### config.mk
export PLATFORM = sky130hd
export DESIGN_NAME = boot_fetch_ctrl
export DESIGN_NICKNAME = d
export VERILOG_FILES = /design/src/rtl/boot_fetch_ctrl.sv
export SDC_FILE = /design/constraint.sdc
export NUM_CORES = 1
export LEC_CHECK = 0
export ABC_CLOCK_PERIOD_IN_PS = 6100
export CAP_MARGIN = 20
export CORE_UTILIZATION = 44
export CTS_CLUSTER_DIAMETER = 40
export DETAILED_ROUTE_END_ITERATION = 12
export PLACE_DENSITY_LB_ADDON = 0.2
export SLEW_MARGIN = 20
export SYNTH_ARGS = -nofsm -noshare
export SYNTH_HDL_FRONTEND = slang
export SYNTH_SLANG_ARGS = --single-unit
### constraint.sdc
create_clock -name clk -period 6.1 [get_ports clk]
set_input_delay 0.61 -clock clk [delete_from_list [all_inputs] [get_ports clk]]
set_output_delay 0.61 -clock clk [all_outputs]
set_load 0.01 [all_outputs]
### src/rtl/boot_fetch_ctrl.sv
// Boot fetch controller: waits for the ROM hash engine, checks the boot
// signature, then copies ROM words 1..NUM_WORDS-1 into destination memory.
module boot_fetch_ctrl #(
  parameter int          NUM_WORDS      = 7,
  parameter int          TIMEOUT_CYCLES = 256,
  parameter logic [31:0] BOOT_SIG       = 32'hCAFEBABE
) (
  input  logic        clk,
  input  logic        rst_n,
  input  logic        start,
  output logic        rom_cs,
  output logic        rom_read_en,
  output logic [31:0] rom_addr,
  input  logic [31:0] rom_data,
  input  logic        rom_hash_valid,
  input  logic        rom_boot_ready,
  output logic        dst_we,
  output logic [7:0]  dst_addr,
  output logic [31:0] dst_wdata,
  output logic        busy,
  output logic        boot_done,
  output logic        boot_fail,
  output logic [1:0]  err_code,
  output logic [31:0] checksum,
  output logic        cpu_rst_n
);

  localparam logic [2:0] S_IDLE      = 3'd0;
  localparam logic [2:0] S_WAIT_HASH = 3'd1;
  localparam logic [2:0] S_ADDR      = 3'd2;
  localparam logic [2:0] S_DATA      = 3'd3;
  localparam logic [2:0] S_DONE      = 3'd4;
  localparam logic [2:0] S_FAIL      = 3'd5;

  localparam logic [1:0] ERR_NONE    = 2'b00;
  localparam logic [1:0] ERR_TIMEOUT = 2'b01;
  localparam logic [1:0] ERR_BAD_SIG = 2'b10;
  localparam logic [1:0] ERR_HASH    = 2'b11;

  localparam int          TW       = $clog2(TIMEOUT_CYCLES + 1);
  localparam logic [TW-1:0] TMO_LAST = TW'(TIMEOUT_CYCLES - 1);
  localparam logic [7:0]  LAST_IDX = 8'(NUM_WORDS - 1);

  logic [2:0]    state_q,    state_d;
  logic [7:0]    idx_q,      idx_d;
  logic [TW-1:0] tmo_cnt_q,  tmo_cnt_d;
  logic [1:0]    err_code_q, err_code_d;
  logic [31:0]   checksum_q, checksum_d;
  logic          dst_we_q,   dst_we_d;
  logic [7:0]    dst_addr_q, dst_addr_d;
  logic [31:0]   dst_wdata_q, dst_wdata_d;

  // ROM protocol: the address is presented during ADDR, the ROM registers
  // the word, and it is sampled on the edge that ends DATA. Hash validity
  // must stay high for the whole copy or the boot is abandoned.
  always_comb begin
    state_d     = state_q;
    idx_d       = idx_q;
    tmo_cnt_d   = tmo_cnt_q;
    err_code_d  = err_code_q;
    checksum_d  = checksum_q;
    dst_we_d    = 1'b0;
    dst_addr_d  = dst_addr_q;
    dst_wdata_d = dst_wdata_q;
    case (state_q)
      S_IDLE: begin
        if (start) begin
          state_d    = S_WAIT_HASH;
          idx_d      = 8'd0;
          tmo_cnt_d  = '0;
          checksum_d = 32'd0;
        end
      end
      S_WAIT_HASH: begin
        tmo_cnt_d = tmo_cnt_q + 1'b1;
        // A ready ROM on the final allowed cycle still wins over the timeout.
        if (rom_hash_valid && rom_boot_ready) begin
          state_d = S_ADDR;
          idx_d   = 8'd0;
        end else if (tmo_cnt_q == TMO_LAST) begin
          state_d    = S_FAIL;
          err_code_d = ERR_TIMEOUT;
        end
      end
      S_ADDR: begin
        if (!rom_hash_valid) begin
          state_d    = S_FAIL;
          err_code_d = ERR_HASH;
        end else begin
          state_d = S_DATA;
        end
      end
      S_DATA: begin
        if (!rom_hash_valid) begin
          state_d    = S_FAIL;
          err_code_d = ERR_HASH;
        end else if (idx_q == 8'd0 && rom_data != BOOT_SIG) begin
          state_d    = S_FAIL;
          err_code_d = ERR_BAD_SIG;
        end else begin
          if (idx_q != 8'd0) begin
            dst_we_d    = 1'b1;
            dst_addr_d  = idx_q - 8'd1;
            dst_wdata_d = rom_data;
            checksum_d  = checksum_q + rom_data;
          end
          if (idx_q == LAST_IDX) begin
            state_d = S_DONE;
          end else begin
            idx_d   = idx_q + 8'd1;
            state_d = S_ADDR;
          end
        end
      end
      S_DONE:  state_d = S_DONE;
      S_FAIL:  state_d = S_FAIL;
      default: state_d = S_IDLE;
    endcase
  end

  always_ff @(posedge clk or negedge rst_n) begin
    if (!rst_n) begin
      state_q     <= S_IDLE;
      idx_q       <= 8'd0;
      tmo_cnt_q   <= '0;
      err_code_q  <= ERR_NONE;
      checksum_q  <= 32'd0;
      dst_we_q    <= 1'b0;
      dst_addr_q  <= 8'd0;
      dst_wdata_q <= 32'd0;
    end else begin
      state_q     <= state_d;
      idx_q       <= idx_d;
      tmo_cnt_q   <= tmo_cnt_d;
      err_code_q  <= err_code_d;
      checksum_q  <= checksum_d;
      dst_we_q    <= dst_we_d;
      dst_addr_q  <= dst_addr_d;
      dst_wdata_q <= dst_wdata_d;
    end
  end

  logic rom_active;
  logic copying;

  always_comb begin
    rom_active  = (state_q == S_WAIT_HASH) || (state_q == S_ADDR) || (state_q == S_DATA);
    copying     = (state_q == S_ADDR) || (state_q == S_DATA);
    rom_cs      = rom_active;
    rom_read_en = rom_active;
    rom_addr    = copying ? {22'b0, idx_q, 2'b00} : 32'd0;
    busy        = rom_active;
    boot_done   = (state_q == S_DONE);
    boot_fail   = (state_q == S_FAIL);
    cpu_rst_n   = (state_q == S_DONE);
    err_code    = err_code_q;
    checksum    = checksum_q;
    dst_we      = dst_we_q;
    dst_addr    = dst_addr_q;
    dst_wdata   = dst_wdata_q;
  end

endmodule
### After elaboration in Yosys (flattened, before gate mapping)

Cells that the tools add are included.

* input port bits: 37
* register bits after elaboration: 95

* multiplexer cells: 32
* bitwise operators: 1
* reduce and logical (&&, ||, !) cells: 18
* equality and inequality tests: 19
* add/subtract/negate cells: 4

Operators with widths (count)
* $mux 32: 4
* $pmux 32 s2: 1
* $mux 8: 5
* $add 32x32->32: 1
* $ne 32x32->1 const B: 1
* $pmux 8 s3: 1
* $mux 3: 7
* $ne 2x2->1 const B: 9
* $pmux 3 s6: 1
* $pmux 9 s2: 1
* $mux 10: 1
* $mux 2: 5
* $reduce_and 5->1: 2
* $add 9x1->9 const B: 1
* $eq 9x8->1 const B: 1
* $mux 9: 1
* $add 8x1->8 const B: 1
* $eq 8x3->1 const B: 1
* $logic_not 8->1: 1
* $reduce_bool 8->1: 1
* $sub 8x1->8 const B: 1
* $eq 3x2->1 const B: 2
* $eq 3x3->1 const B: 2
* $ne 3x3->1 const B: 2
* other kinds (12): 21

### Longest topological paths before layout

Gate-level depths: netlist of run 1.

* depth in word-level cells: 5
* mapped depth: 11

### Worst setup path before layout of run 1

OpenSTA, ideal clock, no wires.

* kind: in2reg
* start: input rom_data[0]
* end: register checksum_q[28], in the netlist checksum[28]
* library setup time: 0.083 ns
* path buffers: 0
* cell stages on the path: 11
* arrival: 2.423 ns
* path slack: 3.594 ns
* data required time: 6.017 ns
* cell sequence: ha_1 > inv_1 > fa_1 > nor2b_1 > o31ai_4 > a211oi_2 > o21ai_2 > o21bai_1 > a21oi_1 > xor2_1 > o21ai_0

* cells in the longest elaborated chain, start to end: 5
* elaborated cells between the ends (all ways): 9
* classes of those cells: 1 x add/sub; 2 x eq/ne; 4 x mux; 2 x reduce/logical

RTL lines
* start, declared: line 14 `input logic [31:0] rom_data,`
* $add 32x32->32: line 105 `checksum_d = checksum_q + rom_data;`
* $mux 32: line 101 `if (idx_q != 8'd0) begin`
* $mux 32: line 97 `end else if (idx_q == 8'd0 && rom_data != BOOT_SIG) begin`
* $mux 32: line 94 `if (!rom_hash_valid) begin`
* $pmux 32 s2: line 65 `case (state_q)`
* end signal, assigned: line 136 `checksum_q <= checksum_d;`
* end, declared: line 48 `logic [31:0] checksum_q, checksum_d;`

Several ways; a longest one is shown, not always the timed one. The select of a mux whose other input is x is not followed.
A chain may end at the register's enable or synchronous reset.

### Worst setup path in the final report of run 1

Same ends and word-level chain as after synthesis.

==> out/metrics.cfg, run 1 <==
[outcome]
status=finished clean

[pwr]
leakagePower_nw=3.51
irDropWorstVdd_mv=0.197
p_per_area_nw_per_um2=306
power_mw=2.32

[cells_and_area]
final_cell_mix=171 x nand2_1, 124 x clkdlybuf4s50_1, 95 x dfrtp_1
diodes=0
area_growth_pct=25.8
drive_above_1_share_pct=4.63
nets=871
fill_cells=1213
post-route-util_pct=56.9
final_common_cell=nand2_1

[route]
vias=5175
viasPerCell=5.30
drcViolationCount=0
wl_per_cell_microns=15.3
drtAntennaViolNets=0
dr.pass1.iters=5
dr.first_iter.drc_count=211
routed_wl_mm=14.9

[clock_network]
clkSinkCount=95
clkLatencyLatePin_ns=0.36
h-tree-depth=3
cts_buffer_depth=2
path_clk_slew_ns=0.06
cts_tree=yes
cts_buffers=9
post_cts_resized=0
cts_root_buf=clkbuf_16
post_cts_buffers=0
ctsHoldBuffers=0

[setup_path]
path_class=primary input to flip-flop
crit_slowest_cell=clkdlybuf4s50_1
worstPathArrival_ns=3.20
r2r_cells=11
r2r_start=checksum[0]
cp_max_fo=5
worstPathCellList=clkdlybuf4s50_1 -> ha_1 -> inv_1 -> fa_1 -> nor2b_1 -> o31ai_4 -> a211oi_2 -> o21ai_2 -> o21bai_1 -> a21oi_1 -> xor2_1 -> o21ai_0
r2r-end=checksum[28]
startpoint_type=primary input
regToRegSetupSlack_ns=3.51
slowest_delay_ns=0.51
required_ns=6.30
cp-end-kind=flip-flop

[die]
rows=42
fp.dieArea_sq_um=14100
die_x_microns=119
start_util_pct=45.3
die_height_microns=119
core_sq_um=13300
num_io_pins=150

[timing]
rsz0062_at_grt=false
tightest_slew_ns=0.740
min_period_over_period_pct=49.1
finalSetupViolCount=0
slew_violations=0
fin_ws_ns=3.11
hold_slack_ns=0.250
max_freq_ghz=0.334
setup_tns_ns=0
layout_min_cycle_time_ns=2.99
skew_ns=0.0110
maxSlewHeadroom_pct=50.7
hold_viol=0

[synth]
synth_area_sq_um=6020
synth_edf_count=0
yosys.cell_types.count=68
ys_seq_elements=95
synthCells=693
async_reset_ff_share_pct=100
synth.avg_cell_area_sq_um=8.68
synth-seq-area-share_pct=39.5
ys.warnings.count=0
ys.flop_type=dfrtp_1

[global_routing]
grt-ovfl-total=0
grt_pass1_wl_mm=25.2
track_usage_pct=22.2
grt_pass1_vias=5025
grt_antenna_before_repair=0
grt_max_degree=73

[min_path]
hold_path_class=primary input to asynchronous set/reset pin

[place]
port_buffers=125
globalplace.congestion=0.928
dp_slack_ns=2.75
hpwlAfterDp_mm=10.9

[run]
drv_cap=0

[synthesized netlist by cell type, types with 2 or more instances]
master	number	area (sq um)
nor2b_1	7	43.8
a22o_1	2	17.5
buf_1	3	11.3
a21o_1	18	135
xnor2_1	16	140
o21a_1	3	22.5
nor3b_1	2	15.0
inv_1	8	30.0
buf_4	28	210
and3b_1	2	17.5
and4_1	3	26.3
nand2_1	171	642
o211ai_1	5	37.5
a211oi_2	2	25.0
and2_1	13	81.3
clkbuf_1	20	75.1
a21boi_0	2	15.0
or2_1	2	12.5
o31ai_1	11	82.6
buf_2	8	40.0
nor3_1	7	35.0
nand3b_1	2	15.0
a211oi_1	3	22.5
o21ai_0	38	190
o41ai_1	3	26.3
mux2i_1	3	30.0
xor2_1	23	201
and3_1	4	25.0
nand4b_1	5	43.8
a21oi_1	33	165
nor4_1	2	12.5
nor2_1	35	131
ha_1	37	463
nand4_1	11	68.8
o21ai_1	10	50.1
o2111ai_1	2	17.5
dfrtp_1	95	2380
a311oi_2	2	30.0
a31oi_1	6	37.5
nand3_1	18	90.1
[worst max-delay path by stage]
stage           startpoint            to  slack (ns)  depth (start not counted)
6_report       rom_data[0]  checksum[28]        3.11                         12
2_1_floorplan  rom_data[0]  checksum[28]        3.59                         11
4_1_cts        rom_data[0]  checksum[28]        3.11                         12
5_1_grt        rom_data[0]  checksum[26]        2.88                         12
3_3_place_gp   rom_data[0]  checksum[28]        2.90                         12
3_5_place_dp   rom_data[0]  checksum[28]        2.75                         12
[logic make-up (layout without fill, tap and decap cells)]
logic type               Yosys count  in the layout  synth area share [%]
AND/OR/NAND/NOR                  292            292                  22.2
AO/OA/AOI/OAI                    155            155                  17.5
flip-flops                        95             95                  39.5
buffers and inverters             69            153                  6.34
XOR/XNOR                          39             39                  5.68
adder cells (fa/ha/maj)           38             38                  8.03
multiplexers                       4              4                 0.686
other                              1             24                0.0623
[metrics by stage]
step / instances / cell area, sq um
2_1_floorplan: 716 / 6100
3_3_place_gp: 960 / 7260
5_1_grt: 976 / 7570
6_report: 976 / 7570
3_5_place_dp: 961 / 7280
4_1_cts: 976 / 7570
[layout make-up]
cell class                 count  area (sq um)  area share (%)
sequential                    95          2380            31.4
clock buffer                  10           229            3.02
multi-input combinational    552          3350            44.3
inverter                       9          33.8           0.446
tap                          176           220            2.91
clock inverter                 5          58.8           0.777
timing repair buffer         129          1300            17.2
[sequential cells by signal, summed over array words and instances, names as in the netlist]
signal	cells
err_code	2
state_q	3
dst_we	1
tmo_cnt_q	9
idx_q	8
dst_addr	8
dst_wdata	32
checksum	32
[critical path: cells and delay by family]
kind            cells  cell delay, ns
buf+inv             2            0.56
fa+ha+maj           2            0.57
compound gates      6            0.99
simple gates        1            0.32
xor+xnor            1            0.14
[layer usage]
layer,share of wire [%],GRT usage [%],wire length [microns]
met5,0,0,0
met4,2.0,8.54,293
met3,3.7,3.16,555
met2,47,35.5,6950
met1,48,30.4,7140
[power breakdown]
part	leakage [nW]	internal (mW)	switching [mW]
logic	2.07	0.424	0.439
registers	1.30	0.768	0.119
clock network	0.135	0.316	0.249
total	3.51	1.51	0.807
Note: power is estimated with default switching activity, not from simulation.
==> run 2: changes to the inputs <==
ABC_CLOCK_PERIOD_IN_PS = 2700   (was 6100)
clock period = 2.7 ns   (was 6.1 ns; I/O delays follow)
==> run 2 against run 1 <==
Effect of this change: count of clock-buffer cells in the layout stayed put; critical path depth stayed put; utilization is 4.4 points higher; critical endpoint is now checksum[16]; wire length is 4.1% higher; via count is 5.9% higher.
==> out/metrics.cfg, run 2 (same netlist as run 1, synthesis figures left out) <==
[global_routing]
grt_pass1_vias=5409
grt_antenna_before_repair=0
grt_max_degree=53
track_usage_pct=23.0
grt_pass1_wl_mm=26.2
grt-ovfl-total=0

[cells_and_area]
nets=938
post-route-util_pct=61.4
final_common_cell=nand2_1
area_growth_pct=35.6
final_cell_mix=171 x nand2_1, 124 x clkdlybuf4s50_1, 95 x dfrtp_1
drive_above_1_share_pct=11.9
fill_cells=1162
diodes=0
stdcell_count=1043

[clock_network]
cts_tree=yes
clkSinkCount=95
clkLatencyLatePin_ns=0.35
cts_buffers=9
cts_buffer_depth=2
path_clk_slew_ns=0.07
h-tree-depth=3
post_cts_buffers=0
cts_root_buf=clkbuf_16

[timing]
maxSlewHeadroom_pct=55.1
max_freq_ghz=0.393
skew_ns=0.00640
slew_violations=0
tightest_slew_ns=0.674
hold_viol=0
layout_min_cycle_time_ns=2.54
min_period_over_period_pct=94.2
finalSetupViolCount=0
rsz0062_at_grt=true

[place]
dp.cells=1027
globalplace.congestion=0.927
port_buffers=125
hpwlAfterDp_mm=12.0

[pwr]
p_sw_mw=1.86
pwr-share-clk_pct=26.2
pwr-share-comb_pct=38.5
leakagePower_nw=3.88
irDropWorstVdd_mv=0.510
p_per_area_nw_per_um2=686
seq_power_share_pct=35.3
switching_share_pct=33.2
intPower_mw=3.74

[setup_path]
path_class=flip-flop to flip-flop
worstPathArrival_ns=2.77
required_ns=2.93
startpoint_type=flip-flop
cp-end-kind=flip-flop
cp_max_fo=3

[route]
wl_per_cell_microns=14.9
drcViolationCount=0
routed_wl_mm=15.6
drtAntennaViolNets=0
viasPerCell=5.25
dr.first_iter.drc_count=215
vias=5478
dr.pass1.iters=5

[min_path]
hold_path_class=flip-flop to flip-flop

[die]
die_x_microns=119
core_sq_um=13300
num_io_pins=150
rows=42
start_util_pct=45.3
fp.dieArea_sq_um=14100
die_height_microns=119

[run]
drv_cap=0

[outcome]
status=finished clean

[run 2: changes by cell type in the layout (fill, tap and decap cells not counted), moves of 2 or more]
| cell | change |
|---|---|
| buf_4 | +64 |
| buf_12 | +3 |
| bufinv_16 | +2 |
| clkinv_4 | +2 |
| clkinvlp_4 | -2 |
[run 2: final cells by class]
type / count / area (sq um) / share of cell area [%]
sequential: 95 / 2380 / 29.1
multi-input combinational: 552 / 3370 / 41.3
timing repair buffer: 196 / 1820 / 22.3
tap: 176 / 220 / 2.70
clock inverter: 5 / 108 / 1.32
inverter: 9 / 33.8 / 0.414
clock buffer: 10 / 229 / 2.81
[run 2: power groups by stage]
stage          clock (mW)  combinational [mW]  sequential (mW)
2_1_floorplan           0                1.04             2.07
3_3_place_gp            0                2.11             1.99
3_5_place_dp            0                2.16             2.00
4_1_cts              1.48                2.17             1.98
5_1_grt              1.53                2.38             2.02
6_report             1.46                2.16             1.97
[run 2: per-stage QoR]
| step | power [mW] | setup slack, ns | hold WS [ns] | cell area [sq um] | TNS [ns] |
|---|---|---|---|---|---|
| finish | 5.60 | 0.156 | 0.475 | 8160 | 0 |
| global route | 5.93 | 0.000160 | 0.502 | 8160 | 0 |
| CTS | 5.63 | 0.0750 | 0.477 | 8140 | 0 |
| detailed placement | 4.16 | -0.198 | 0.357 | 7800 | -3.88 |
| global placement | 4.09 | -0.166 | 0.353 | 7800 | -3.68 |
| floorplan | 3.10 | 0.381 | -0.0256 | 6100 | 0 |
[run 2: final timing paths]
check                              start             to  slack (ns)  depth (start not counted)
max                          checksum[0]   checksum[16]        0.16                         12
min                        dst_wdata[10]  dst_wdata[10]        0.48                          2
max reg2reg                  checksum[0]   checksum[16]        0.16                         12
min reg2reg                dst_wdata[10]  dst_wdata[10]        0.48                          2
max in group asynchronous          rst_n   checksum[30]        1.54                          3
min in group asynchronous          rst_n  dst_wdata[12]        0.50                          2
[run 2: layer usage]
metal,global-route usage [%],vias up,part of all wire [%]
li1,-,2703,-
met1,29.7,2596,45
met2,39.2,155,49
met3,2.97,24,4.2
met4,8.54,0,1.9
met5,0,-,0
[run 2: worst max-delay path, cell delays in order (launching register included)]
cell      delay [ns]
dfrtp_1         0.43
ha_1            0.22
inv_1           0.08
fa_1            0.18
nor2b_1         0.05
buf_4           0.14
o31ai_4         0.22
a211oi_4        0.11
or2_1           0.26
a221o_1         0.31
a21oi_1         0.19
xor2_1          0.15
o21ai_0         0.08
[run 2: what timing repair did]
action	4_1_cts	5_1_grt
resized for setup	0	2
endpoints found under the hold margin	49	0
hold buffers	1	0
endpoints found under the setup margin	0	15
==> run 3: changes to the inputs <==
RECOVER_POWER = 50   (was default)
==> run 3 against run 2 <==
Effect of this change: die area unchanged; final area decreased by 0.18%; sequential share of layout area grew 0.054 points; sequential power barely moved; sequential cell count is the same; highest routed layer unchanged; combinational power shrank 4%; first-iteration DRC count up 21%; critical endpoint unchanged; worst hold slack got worse by 0.0052 ns; non-clock buffer count did not move; maximum frequency barely moved; clock power about the same.
==> out/metrics.cfg, run 3 (same netlist as run 1, synthesis figures left out) <==
[setup_path]
crit_slowest_cell=dfrtp_1
worstPathCellList=ha_1 -> inv_1 -> fa_1 -> nor2b_1 -> buf_4 -> o31ai_4 -> a211oi_4 -> or2_1 -> a221o_1 -> a21oi_1 -> xor2_1 -> o21ai_0
cp-end-kind=flip-flop
cp_max_fo=3
path_class=flip-flop to flip-flop
startpoint_type=flip-flop
r2r-end=checksum[16]
worstPathArrival_ns=2.77
cp_top_family=compound AO/OA/AOI/OAI gates
timing.critical_path.buf_inv=2
r2r_cells=12
slowest_delay_ns=0.43
r2r_start=checksum[0]
required_ns=2.93
regToRegSetupSlack_ns=0.16

[pwr]
p_per_area_nw_per_um2=677
pwr-share-comb_pct=37.7
pwr-share-clk_pct=26.6
intPower_mw=3.66
irDropWorstVdd_mv=0.509
switching_share_pct=33.6
p_sw_mw=1.85
leakagePower_nw=4.00
seq_power_share_pct=35.7

[route]
dr.pass1.iters=5
drcViolationCount=0
topRoutingLayerUsed=met4
routed-wl-met3_microns=685
dr.first_iter.drc_count=261
routedLengthMet1_mm=7.02
drtAntennaViolNets=0
routed_wl_mm=15.5
viasPerCell=5.27
vias=5495
wl_met2_mm=7.52
wl_per_cell_microns=14.9

[clock_network]
cts_buffer_depth=2
clkLatencyLatePin_ns=0.35
cts_root_buf=clkbuf_16
h-tree-depth=3
cts_tree=yes
clkSinkCount=95
path_clk_slew_ns=0.07
cts_buffers=9

[timing]
maxSlewHeadroom_pct=15.2
finalSetupViolCount=0
fin_ws_ns=0.158
max_freq_ghz=0.393
min_period_over_period_pct=94.2
rsz0062_at_grt=true
slew_violations=0
hold_viol=0
layout_min_cycle_time_ns=2.54
hold_slack_ns=0.470
skew_ns=0.00729
tightest_slew_ns=1.27

[place]
dp.cells=1027
place_area_sq_um=7800
dp_slack_ns=-0.198
hpwlAfterDp_mm=12.0
port_buffers=125
globalplace.congestion=0.927

[cells_and_area]
drive_above_1_share_pct=11.9
final_cell_mix=171 x nand2_1, 95 x dfrtp_1, 81 x clkdlybuf4s50_1
nets=938
stdcell_count=1043
final_common_cell=nand2_1
diodes=0
fin_area_sq_um=8140
fill_cells=1165
area_growth_pct=35.3

[min_path]
whs_endpoint=dst_wdata[10]
worstHoldPathCells=2
hold_path_class=flip-flop to flip-flop
min-delay-start=dst_wdata[10]

[global_routing]
track_usage_pct=23.0
grt_max_degree=53
grt_antenna_before_repair=0
grt-ovfl-total=0
grt_pass1_vias=5409
grt_pass1_wl_mm=26.2

[die]
core_sq_um=13300
die_height_microns=119
die_x_microns=119
start_util_pct=45.3
num_io_pins=150
rows=42
fp.dieArea_sq_um=14100

[run]
drv_cap=0

[outcome]
status=finished clean

==> run 3: cell count changes in the layout (fill, tap and decap cells not counted), sizes merged <==
cell           previous run  this run
buf                      71        69
clkbuf                   10        12
clkdlybuf4s50           124        81
dlygate4sd3               1        44
==> run 3: worst reg2reg max path, stage by stage, from the launching register on <==
cell and delay (ns):
dfrtp_1 0.43, ha_1 0.22, inv_1 0.08, fa_1 0.18, nor2b_1 0.05, buf_4 0.14
o31ai_4 0.22, a211oi_4 0.11, or2_1 0.26, a221o_1 0.31, a21oi_1 0.19, xor2_1 0.15
o21ai_0 0.08
==> run 3: cell type report <==
cell class | count | area [sq um] | area share (%)
tap | 176 | 220 | 2.70
timing repair buffer | 196 | 1810 | 22.2
sequential | 95 | 2380 | 29.2
multi-input combinational | 552 | 3370 | 41.4
clock inverter | 5 | 108 | 1.32
clock buffer | 10 | 229 | 2.81
inverter | 9 | 33.8 | 0.415
==> run 3: how the worst max path moves through the flow <==
stage,to,start,depth (start not counted),slack (ns)
4_1_cts,checksum[31],idx_q[6],8,0.08
5_1_grt,checksum[26],checksum[0],12,0.0002
3_5_place_dp,checksum[28],rom_data[0],13,-0.20
6_report,checksum[16],checksum[0],12,0.16
3_3_place_gp,checksum[31],rom_data[0],10,-0.17
2_1_floorplan,checksum[28],checksum[0],11,0.38
==> run 3: repair_timing <==
action / CTS / global route
hold buffers: 1 / 0
resized for setup: 0 / 2
endpoints found under the setup margin: 0 / 15
endpoints found under the hold margin: 49 / 0
buffers inserted: 0 / 0
==> run 3: routing by layer <==
layer | track usage [%] | up-vias
met5 | 0 | -
met4 | 8.54 | 0
met3 | 2.97 | 24
met2 | 39.2 | 169
met1 | 29.7 | 2601
li1 | - | 2701
==> run 3: through the flow <==
step           setup TNS (ns)  power, mW  util, %
2_1_floorplan               0       3.10        -
3_3_place_gp            -3.68       4.09     58.6
3_5_place_dp            -3.88       4.16     58.6
4_1_cts                     0       5.63     61.2
5_1_grt                     0       5.85     61.2
6_report                    0       5.51     61.2
==> run 3: power groups by stage <==
stage                     registers (mW)  clock network, mW  logic (mW)
after global placement              1.99                  0        2.11
after detailed placement            2.00                  0        2.16
after floorplan                     2.07                  0        1.04
final                               1.96               1.47        2.08
after CTS                           1.98               1.48        2.17
after global routing                2.01               1.53        2.30
